$ cat config.mk
export PLATFORM = sky130hd
export DESIGN_NAME = playbus_seq
export DESIGN_NICKNAME = d
export VERILOG_FILES = /design/src/rtl/playbus_seq.sv
export SDC_FILE = /design/constraint.sdc
export NUM_CORES = 1
export LEC_CHECK = 0
export BUFFER_PORTS_ARGS = -buffer_cell sky130_fd_sc_hd__buf_2
export CORE_MARGIN = 2
export CORE_UTILIZATION = 60
export DETAILED_ROUTE_END_ITERATION = 8
export GPL_TIMING_DRIVEN = 0
export PLACE_DENSITY = 0.76
export SYNTH_ARGS = -nofsm -noshare
export SYNTH_HDL_FRONTEND = slang
export SYNTH_SLANG_ARGS = --single-unit
$ cat constraint.sdc
create_clock -name n_clk -period 3.05 [get_ports n_clk]
set_input_delay 0.1525 -clock n_clk [delete_from_list [all_inputs] [get_ports n_clk]]
set_output_delay 0.1525 -clock n_clk [all_outputs]
set_load 0.02 [all_outputs]
$ cat src/rtl/playbus_seq.sv
// Shared-bus sequencer: ROM/RAM/switch sources feed RAM and per-digit LED
// latches through one bus, driven by a valid/ready command FSM.
module playbus_seq #(
  parameter int DATA_W   = 4,
  parameter int ADDR_W   = 4,
  parameter int N_DIGITS = 2,
  parameter int DIG_W    = (N_DIGITS > 1) ? $clog2(N_DIGITS) : 1
) (
  input  logic                  n_clk,
  input  logic                  reset,
  input  logic                  cmd_valid,
  output logic                  cmd_ready,
  input  logic [1:0]            cmd_op,
  input  logic [ADDR_W-1:0]     cmd_addr,
  input  logic [DIG_W-1:0]      cmd_digit,
  input  logic [DATA_W-1:0]     sw,
  output logic                  ROMO,
  output logic                  RAMO,
  output logic                  SWBEN,
  output logic                  RAMW,
  output logic                  LEDLTCH,
  output logic [DATA_W-1:0]     bus,
  output logic                  done,
  output logic [7*N_DIGITS-1:0] disp
);

  localparam int DEPTH = 1 << ADDR_W;

  localparam logic [1:0] OP_SW_RAM  = 2'b00;
  localparam logic [1:0] OP_ROM_RAM = 2'b01;
  localparam logic [1:0] OP_RAM_LED = 2'b10;
  localparam logic [1:0] OP_SW_LED  = 2'b11;

  typedef enum logic [1:0] {
    IDLE, DRIVE, STROBE, DONE
  } state_t;

  state_t state_q, state_d;

  logic [1:0]        op_q, op_d;
  logic [ADDR_W-1:0] addr_q, addr_d;
  logic [DIG_W-1:0]  digit_q, digit_d;
  logic [DATA_W-1:0] bus_q, bus_d;

  logic [DATA_W-1:0] ram_q [DEPTH];
  logic [DATA_W-1:0] ram_d [DEPTH];
  logic [DATA_W-1:0] lat_q [N_DIGITS];
  logic [DATA_W-1:0] lat_d [N_DIGITS];
  logic [N_DIGITS-1:0] blank_q, blank_d;

  logic              sel_sw, sel_rom, sel_ram, to_led;
  logic [DATA_W-1:0] rom_v, src;

  // 3*a mod 2**DATA_W; truncating a first is equivalent modulo 2**DATA_W
  assign rom_v = DATA_W'(addr_q) * DATA_W'(3);

  always_comb begin
    sel_sw  = (op_q == OP_SW_RAM) || (op_q == OP_SW_LED);
    sel_rom = (op_q == OP_ROM_RAM);
    sel_ram = (op_q == OP_RAM_LED);
    to_led  = op_q[1];
    src     = '0;
    unique case (1'b1)
      sel_sw:  src = sw;
      sel_rom: src = rom_v;
      sel_ram: src = ram_q[addr_q];
      default: src = '0;
    endcase
  end

  always_comb begin
    state_d   = state_q;
    op_d      = op_q;
    addr_d    = addr_q;
    digit_d   = digit_q;
    bus_d     = bus_q;
    ram_d     = ram_q;
    lat_d     = lat_q;
    blank_d   = blank_q;
    cmd_ready = 1'b0;
    done      = 1'b0;
    ROMO      = 1'b0;
    RAMO      = 1'b0;
    SWBEN     = 1'b0;
    RAMW      = 1'b0;
    LEDLTCH   = 1'b0;
    bus       = bus_q;
    case (state_q)
      IDLE: begin
        cmd_ready = 1'b1;
        if (cmd_valid) begin
          op_d    = cmd_op;
          addr_d  = cmd_addr;
          digit_d = cmd_digit;
          state_d = DRIVE;
        end
      end
      DRIVE: begin
        SWBEN   = sel_sw;
        ROMO    = sel_rom;
        RAMO    = sel_ram;
        bus     = src;
        bus_d   = src;
        state_d = STROBE;
      end
      STROBE: begin
        SWBEN   = sel_sw;
        ROMO    = sel_rom;
        RAMO    = sel_ram;
        RAMW    = !to_led;
        LEDLTCH = to_led;
        bus     = src;
        bus_d   = src;
        if (!to_led) begin
          ram_d[addr_q] = src;
        end else begin
          // out-of-range digits strobe but match no latch
          for (int i = 0; i < N_DIGITS; i++) begin
            if (digit_q == DIG_W'(i)) begin
              lat_d[i]   = src;
              blank_d[i] = 1'b0;
            end
          end
        end
        state_d = DONE;
      end
      DONE: begin
        done    = 1'b1;
        state_d = IDLE;
      end
      default: state_d = IDLE;
    endcase
  end

  always_ff @(negedge n_clk or posedge reset) begin
    if (reset) begin
      state_q <= IDLE;
      op_q    <= '0;
      addr_q  <= '0;
      digit_q <= '0;
      bus_q   <= '0;
      blank_q <= '1;
      for (int i = 0; i < DEPTH; i++) ram_q[i] <= '0;
      for (int i = 0; i < N_DIGITS; i++) lat_q[i] <= '0;
    end else begin
      state_q <= state_d;
      op_q    <= op_d;
      addr_q  <= addr_d;
      digit_q <= digit_d;
      bus_q   <= bus_d;
      blank_q <= blank_d;
      ram_q   <= ram_d;
      lat_q   <= lat_d;
    end
  end

  function automatic logic [6:0] hex7(input logic [3:0] v);
    case (v)
      4'h0: hex7 = 7'b1000000;
      4'h1: hex7 = 7'b1111001;
      4'h2: hex7 = 7'b0100100;
      4'h3: hex7 = 7'b0110000;
      4'h4: hex7 = 7'b0011001;
      4'h5: hex7 = 7'b0010010;
      4'h6: hex7 = 7'b0000010;
      4'h7: hex7 = 7'b1111000;
      4'h8: hex7 = 7'b0000000;
      4'h9: hex7 = 7'b0010000;
      4'hA: hex7 = 7'b0001000;
      4'hB: hex7 = 7'b0000011;
      4'hC: hex7 = 7'b1000110;
      4'hD: hex7 = 7'b0100001;
      4'hE: hex7 = 7'b0000110;
      default: hex7 = 7'b0001110;
    endcase
  endfunction

  always_comb begin
    disp = '1;
    for (int i = 0; i < N_DIGITS; i++) begin
      disp[7*i +: 7] = blank_q[i] ? 7'h7F : hex7(lat_q[i][3:0]);
    end
  end

endmodule

Word-level counts from Yosys, hierarchy flattened
Memory sizes are Yosys's and may differ from the RTL's.
Cells that the tools add are included.
Widths: inputs -> output; s select.
- multipliers: 1
- magnitude comparators: 2
- equality and inequality tests: 7
- muxes and demuxes: 19
- bitwise operators: 3
- reduce and logical (&&, ||, !) cells: 10
- operators by type and width (operator ; count):
    $bwmux 64 ; 1
    $bmux 4 s4 ; 1
    $demux 4 s4 ; 1
    $mux 4 ; 4
    $mux 7 ; 2
    $pmux 4 s3 ; 1
    $eq 2x2->1 const B ; 4
    $pmux 2 s4 ; 1
    $mux 1 ; 7
    $reduce_and 3->1 ; 2
    $ge 5x5->1 const B ; 1
    $lt 5x1->1 const B ; 1
    $not 4->5 ; 1
    $eq 2x1->1 const B ; 2
    $logic_not 2->1 ; 2
    $mul 4x2->4 const B ; 1
    $reduce_and 2->1 ; 2
    $mux 2 ; 1
    $ne 2x2->1 const B ; 1
    $not 1->1 ; 2
    $reduce_or 2->1 ; 1
    $logic_and 1x1->1 ; 1
    $logic_not 1->1 ; 1
    $logic_or 1x1->1 ; 1
- register bits: 87
- bits in read-only memories: 224
- output and inout bits: 25
- logic and storage cells: 69
- memories kept: 2
- memories (memory ; words ; width ; read ports ; clocked after memory_dff ; wr ports ; line ; source):
    (name not given) ; 16 ; 7 ; 1 ; 0 ; 0 ; 158 ; case (v)
    (name not given) ; 16 ; 7 ; 1 ; 0 ; 0 ; 158 ;

Logic depth before layout (Yosys ltp)
- depth after elaboration: 6
- mapped depth: 8

==> flow_metrics.tcl <==
set metrics [dict create \
    die_w_um 94.43 \
    end_kind "output pin" \
    fp.coreArea_um2 7807 \
    cts_root_buffer "clkbuf_8" \
    yosysWarnings 0 \
    syn_inst 480 \
    fin_util 0.8409 \
    gr-total-overflow 0 \
    synth_fp_nets 520 \
    wl_per_cell_um 22.10 \
    synth-async-reset-ratio 1.000 \
    setup_viol 22 \
    drt_iter0_markers 498 \
    grt_usage 0.3404 \
    setup.worst_path.start_class "flip-flop" \
    avgSynthCellArea_um2 10.22 \
    antenna_found_initial 0 \
    slew_headroom 0.6178 \
    nNetsFinal 627 \
    cp_cell_sequence "ha_4 -> fa_1 -> xor2_1 -> a22o_1 -> a41oi_4 -> a31oi_4 -> buf_2" \
    rows 32 \
    ys_ff_latch 87 \
    vias 4484 \
    drive_gt1_frac 0.3581 \
    maxCapViolations 0 \
    syn2layout_area_growth_pct 33.82 \
    grt_pass1_vias 4385 \
    synth_seq_area_share 0.4443 \
    min_path_type "reg -> reg" \
    whs_ns 0.5007 \
    grt_max_degree 37 \
    dp_hpwl_mm 8.787 \
    slew_violations 0 \
    dp_cells 622 \
    cpLargestDelayFamily "adder cells" \
    path_max_fanout 5 \
    n_antenna_cell 0 \
    rsz0062_at_grt "true" \
    cts-buffers-inserted 9 \
    finClkSkew_ns 0.05343 \
    ys.flop_type "dfrtn_1" \
    critPathBufInv 1 \
    synth_edf_count 0 \
    clock-sinks 87 \
    reg2reg_slack_ns 0.45 \
    clock_latency_ns 0.39 \
    initial_core_util 0.6284 \
    synth_cell_types 41 \
    layout_common_cells "nor2_1 (87), dfrtn_1 (85), a41oi_1 (54)" \
    slowest_stage "fa_1" \
    cp.arrival_ns 3.85 \
    portBuffers 38 \
    drt-pass1-iter-count 5 \
    p_leak_nw 2.782 \
    layout_commonest_cell "nor2_1" \
    ir_worst_vdd_v 0.0009233 \
    dpl_cell_area_um2 5396 \
    cts-htree-levels 3 \
    place_ws_ns -0.8424 \
    path_clk_slew_ns 0.06 \
    status "finished, violations left" \
    die-area_um2 8916 \
    cellPowerDensity_nw_per_um2 1283 \
    clockBufferDepth 2 \
    ant_nets 0 \
    setup_ws_ns -0.9556 \
    slowest_delay_ns 0.44 \
    hold_viol_final 0 \
    path_class "reg -> out" \
    die_y_um 94.43 \
    final_cells 694 \
    grt_pass1_wl_mm 22.82 \
    cts_tree "built" \
    finalWirelength_mm 15.34 \
    post-route-drc-count 0 \
    violations "negative setup slack" \
    gp_congestion 0.8793 \
    via_per_inst 6.461 \
    synth_area_um2 4906 \
    top_level_ports 39 \
    fin_area_um2 6565 \
    tightest_slew_ns 0.5712 \
    worst_ep_required_time_ns 2.90 \
]
## cell usage after synthesis (3+ instances only)
| cell | number | area [µm²] |
|---|---|---|
| a21oi_1 | 3 | 15.01 |
| nand3_1 | 3 | 15.01 |
| mux2_2 | 10 | 112.6 |
| a31oi_1 | 21 | 131.4 |
| clkbuf_1 | 24 | 90.09 |
| a211o_1 | 5 | 43.79 |
| nor2b_1 | 9 | 56.30 |
| dfrtn_1 | 85 | 2127 |
| inv_1 | 18 | 67.56 |
| o21ai_0 | 3 | 15.01 |
| a22oi_1 | 16 | 120.1 |
| nor3_1 | 3 | 15.01 |
| ha_1 | 25 | 312.8 |
| a41oi_1 | 57 | 499.2 |
| mux4_2 | 4 | 90.09 |
| nand2_1 | 10 | 37.54 |
| and2_1 | 5 | 31.28 |
| buf_2 | 7 | 35.03 |
| buf_1 | 8 | 30.03 |
| and3_1 | 17 | 106.4 |
| nor2_1 | 88 | 330.3 |
| buf_6 | 4 | 45.04 |
| mux2i_1 | 32 | 320.3 |
## final cells by class
cell class / count / area (µm²)
fillers: 398 / 1242
clock buffers: 9 / 123.9
multi-input cells: 331 / 2894
plain buffers: 41 / 270.3
clock inverters: 9 / 46.29
well taps: 102 / 127.6
flip-flops and latches: 87 / 2180
repair buffers: 98 / 853.3
inverters: 17 / 70.07
## metal layers
layer  vias to the layer above  wire length (µm)  track usage
li1                       1995                 -            -
met2                       231              7775       0.5738
met1                      2202              6058       0.4452
met4                         0               533       0.1123
met3                        56               968      0.06624
met5                         -                 0            0
## worst paths after layout
check / startpoint / endpoint / depth (start not counted)
min reg2reg: ram_q[15]$_DFFE_NP0P_ / ram_q[15]$_DFFE_NP0P_ / 2
min: ram_q[15]$_DFFE_NP0P_ / ram_q[15]$_DFFE_NP0P_ / 2
min in group asynchronous: reset / ram_q[1]$_DFFE_NP0P_ / 2
max: addr_q[1]$_DFFE_NP0P_ / bus[3] / 7
max reg2reg: addr_q[2]$_DFFE_NP0P_ / lat_q[2]$_DFFE_NP0P_ / 6
max in group asynchronous: reset / blank_q[0]$_DFFE_NP1P_ / 3
## per-stage QoR
step	total power, W	TNS, ns
finish	0.008421	-9.978
global route	0.008798	-10.93
CTS	0.007788	-9.039
detailed placement	0.005893	-7.980
global placement	0.005745	-15.50
floorplan	0.004869	-1.955
## repair_timing
item	CTS	global route
resized for setup	113	22
pin swaps	19	19
buffers inserted	41	21
hold buffers	0	0
endpoints found under the setup margin	23	23
## worst min-delay path, delay by kind of cell, from the launching register on
family	cells	cell delay (ns)
simple gates	1	0.05
compound gates	1	0.13
flops	1	0.41
## power by group
| group | internal (W) | switching [W] | total [W] |
|---|---|---|---|
| clock | 0.000291 | 0.000424 | 0.000716 |
| sequential | 0.00164 | 0.000336 | 0.00198 |
| combinational | 0.00263 | 0.00309 | 0.00573 |
## registers in the layout, summed over array words and instances (netlist names)
name     flops
ram_q       64
lat_q        8
addr_q       4
bus_q        4
blank_q      2
op_q         2
state_q      2
digit_q      1
## kinds of logic (layout without fill, tap and decap cells)
logic type,after synthesis,count (layout),share of synthesized area
simple gates,144,144,0.1339
buf+inv,62,174,0.05611
fa+ha+maj,26,26,0.06784
compound gates,114,114,0.1895
xor+xnor,1,1,0.001786
mux,46,46,0.1066
flops,87,87,0.4443
Note: power is estimated with default switching activity, not from simulation.
